`config.mk`:
```
export PLATFORM = sky130hd
export DESIGN_NAME = ripple_sum_accumulator
export DESIGN_NICKNAME = d
export VERILOG_FILES = /design/src/rtl/ripple_sum_accumulator.sv
export SDC_FILE = /design/constraint.sdc
export NUM_CORES = 1
export LEC_CHECK = 0
export BUFFER_PORTS_ARGS = -buffer_cell sky130_fd_sc_hd__buf_2
export CORE_ASPECT_RATIO = 0.8
export CORE_UTILIZATION = 45
export DETAILED_ROUTE_END_ITERATION = 12
export PLACE_DENSITY = 0.69
export SETUP_SLACK_MARGIN = 0.15
export SLEW_MARGIN = 20
export SYNTH_ARGS = -nofsm -noshare
export SYNTH_HDL_FRONTEND = slang
export SYNTH_SLANG_ARGS = --single-unit
```
`constraint.sdc`:
```
create_clock -name clk -period 1.9 [get_ports clk]
set_input_delay 0.57 -clock clk [delete_from_list [all_inputs] [get_ports clk]]
set_output_delay 0.57 -clock clk [all_outputs]
set_load 0.005 [all_outputs]
```
`src/rtl/ripple_sum_accumulator.sv`:
```
// Accumulates bursts of N_SAMPLES 5-bit {Co,S} adder results into an ACC_W-bit total
// with a sticky overflow flag, using valid/ready handshakes on both sides.
module ripple_sum_accumulator #(
    parameter int ACC_W     = 8,
    parameter int N_SAMPLES = 16,
    parameter int CNT_W     = 4
) (
    input  logic             clk,
    input  logic             rst_n,
    input  logic             start,
    input  logic [3:0]       S,
    input  logic             Co,
    input  logic             in_valid,
    output logic             in_ready,
    output logic [ACC_W-1:0] acc_out,
    output logic             out_valid,
    input  logic             out_ready,
    output logic             overflow,
    output logic             busy,
    output logic [1:0]       dbg_state
);

    // Handshake rule (both ports): a transfer happens on a rising edge where
    // valid and ready are both high; ready/valid driven here depend only on state.
    typedef enum logic [1:0] {
        IDLE  = 2'd0,
        ACCUM = 2'd1,
        DONE  = 2'd2
    } state_t;

    localparam logic [CNT_W-1:0] LAST_IDX = CNT_W'(N_SAMPLES - 1);

    state_t           state;
    state_t           state_next;
    logic [CNT_W-1:0] count;
    logic [ACC_W-1:0] sample;
    logic [ACC_W:0]   sum;
    logic             take;
    logic             last;

    assign sample = ACC_W'({Co, S});
    assign sum    = {1'b0, acc_out} + {1'b0, sample};
    assign take   = in_valid && (state == ACCUM);
    assign last   = (count == LAST_IDX);

    always_comb begin
        state_next = state;
        case (state)
            IDLE:    if (start)        state_next = ACCUM;
            ACCUM:   if (take && last) state_next = DONE;
            DONE:    if (out_ready)    state_next = IDLE;
            default:                   state_next = IDLE;
        endcase
    end

    always_ff @(posedge clk or negedge rst_n) begin
        if (!rst_n) begin
            state <= IDLE;
        end else begin
            state <= state_next;
        end
    end

    // The total and flag survive the return to IDLE and are cleared only by a new start.
    always_ff @(posedge clk or negedge rst_n) begin
        if (!rst_n) begin
            acc_out  <= '0;
            overflow <= 1'b0;
            count    <= '0;
        end else if (state == IDLE && start) begin
            acc_out  <= '0;
            overflow <= 1'b0;
            count    <= '0;
        end else if (take) begin
            acc_out  <= sum[ACC_W-1:0];
            overflow <= overflow | sum[ACC_W];
            count    <= count + CNT_W'(1);
        end
    end

    assign in_ready  = (state == ACCUM);
    assign out_valid = (state == DONE);
    assign busy      = (state != IDLE);
    assign dbg_state = state;

endmodule

```
==> impl_metrics.json <==
{
  "drv_cap": 0,
  "cp_slowest_cell": "dfrtp_1",
  "r2r_slack_ps": 250,
  "netlist_area_sq_um": 871,
  "hold_viol": 0,
  "dr.pass1.iters": 4,
  "track_usage": 0.198,
  "endpoint_kind": "flip-flop",
  "slew_violations": 0,
  "drtAntennaViolNets": 0,
  "power_density_nw_per_um2": 1460,
  "drive_gt1_frac": 0.350,
  "nets": 135,
  "fin_skew_ps": 6.90,
  "synth.largest_area_cell": "dfrtp_1",
  "ir_worst_vdd_uv": 774,
  "r2r_start": "acc_out[0]",
  "worstReg2RegEnd": "acc_out[6]",
  "syn_nets": 104,
  "netlist_instances": 87,
  "grt_max_degree": 16,
  "grt_pass1_wl_um": 2820,
  "utilization": 0.631,
  "arrival_ps": 1830,
  "finalSetupViolations": 0,
  "area.growth.synth_to_final_pct": 25.0,
  "crit_required_ps": 2080,
  "cts.path.max_buffers": 2,
  "rsz0062_at_grt": "yes",
  "cts.clk_slew.worst_paths_ps": 90,
  "period_needed_ps": 1650,
  "wl_per_cell_um": 12.4,
  "avgViaCountPerCell": 5.22,
  "io_buffers": 23,
  "worstMarginPinSlew_ps": 337,
  "gp_congestion": 0.781,
  "synth_warnings": 0,
  "avgSynthCellArea_sq_um": 10.0,
  "setup_tns_ps": 0,
  "final_common_cell": "buf_2",
  "cp_max_fo": 3,
  "hold-worst-slack_ps": 158,
  "cts_tree": "done",
  "num_io_pins": 24,
  "die-area_sq_um": 2120,
  "worstRegToRegCells": 7,
  "cts.sinks": 15,
  "dp_hpwl_um": 1320,
  "outcome": "finished, final reports clean",
  "cts_max_level": 1,
  "antenna_cells": 0,
  "p_leak_nw": 0.562,
  "num_rows": 13,
  "core_area_sq_um": 1720,
  "die_width_um": 51.2,
  "overflow": 0,
  "synth_top_area_frac": 0.431,
  "root_buffer": "clkbuf_4",
  "path_class": "reg -> reg",
  "critical-path-max-stage-delay_ps": 390,
  "synth_cell_type_count": 26,
  "via_count": 725,
  "clk_latency_ps": 300,
  "hold_path.class": "in -> async",
  "drc": 0,
  "die_h_um": 41.3,
  "start_util": 0.505,
  "ff_latch_area_sq_um": 375,
  "fin_crit_sh": 0.870,
  "power_mw": 1.58,
  "cts_buffers": 3,
  "fmaxAchievable_mhz": 605,
  "wl_um": 1730,
  "drt_iter0_drc": 14,
  "ys_seq_area_frac": 0.431,
  "multi_input_area_sq_um": 483,
  "max_slew_margin": 0.775,
  "synth_area_leaders": "dfrtp_1 43%, ha_1 8.6%, nand2_1 4.7%, a22o_1 4.0%, mux2i_1 3.4%",
  "mostFrequentLayoutCells": "23 x buf_2, 15 x dfrtp_1, 11 x nand2_1",
  "crit_path_start_kind": "flip-flop",
  "fill_cells": 161,
  "grt_pass1_vias": 632,
  "yosys_register_bits": 15,
  "worstPathCellList": "ha_4, inv_2, fa_2, nand2b_4, a21oi_2, o211ai_1, mux2i_1",
  "antenna_found_initial": 0
}
## Yosys cell counts
library cell  number
dfrtp_1           15
nand2_1           11
inv_1              8
ha_1               6
nor2_1             6
o21ai_1            6
a21oi_1            5
a22o_1             4
mux2i_1            3
nand3_1            3
xor2_1             3
nor2b_1            2
o211ai_1           2
a32o_1             1
and3_1             1
and3b_1            1
buf_6              1
fa_1               1
nand2b_1           1
nand4_4            1
nor2_4             1
nor2b_2            1
nor3b_2            1
o21ai_0            1
o21bai_1           1
o2bb2ai_1          1
## cells by family (layout without fill, tap and decap cells)
family	after synthesis	count (layout)	synth area share
adders and majority gates	7	7	0.109
buffers and inverters	9	39	0.0474
AOI/OAI and AO/OA	21	21	0.157
and+or+nand+nor	29	29	0.191
xor gates and xnor gates	3	3	0.0302
DFF	15	15	0.431
muxes	3	3	0.0345
## cell type report
class,instances,share of cell area
Clock buffer,3,0.0207
Clock inverter,1,0.00460
Inverter,8,0.0276
Multi-Input combinational cell,63,0.444
Sequential cell,15,0.345
Tap cell,22,0.0253
Timing Repair Buffer,27,0.133
## sequential cells by signal, summed over array words and instances (netlist names)
register,cells
dbg_state,2
count,4
overflow,1
acc_out,8
## routing by layer
layer	track usage	share of wire	vias up
li1	-	-	364
met1	0.220	0.46	339
met2	0.365	0.48	18
met3	0.0652	0.047	4
met4	0.0833	0.021	0
met5	0	0	-
## report_power, final
group / leakage, nW / internal, mW / switching [mW]
Clock: 0.0177 / 0.0785 / 0.111
Combinational: 0.358 / 0.399 / 0.391
Sequential: 0.186 / 0.463 / 0.143
Total: 0.562 / 0.940 / 0.645
## worst max-delay path: cells and delay by family (launching register included)
family / cells / cell delay [ps]
adders and majority gates: 2 / 510
buffers and inverters: 1 / 40
AOI/OAI and AO/OA: 2 / 310
and+or+nand+nor: 1 / 150
muxes: 1 / 140
DFF: 1 / 390
## timing repair
action,in CTS,in global routing
setup buffers,0,1
endpoints found under the setup margin,0,3
resized for setup,0,1
hold endpoints to repair,0,0
hold buffers,0,0
## metrics by stage
step,cell area [sq um],cells,worst slack [ps]
3_3_place_gp,1050,134,1.44
3_5_place_dp,1050,134,-38.3
5_1_grt,1090,139,130
4_1_cts,1080,138,206
2_1_floorplan,897,87,154
6_report,1090,139,246
## worst max-delay path by stage
stage               startpoint    endpoint  slack [ps]
finish              acc_out[0]  acc_out[6]         250
CTS                 acc_out[0]  acc_out[6]         210
detailed placement        S[0]  acc_out[6]         -40
global route        acc_out[0]  acc_out[6]         130
floorplan                 S[0]  acc_out[6]         150
global placement          S[0]  acc_out[6]           1
No activity file was read; power rests on OpenSTA's default activity.
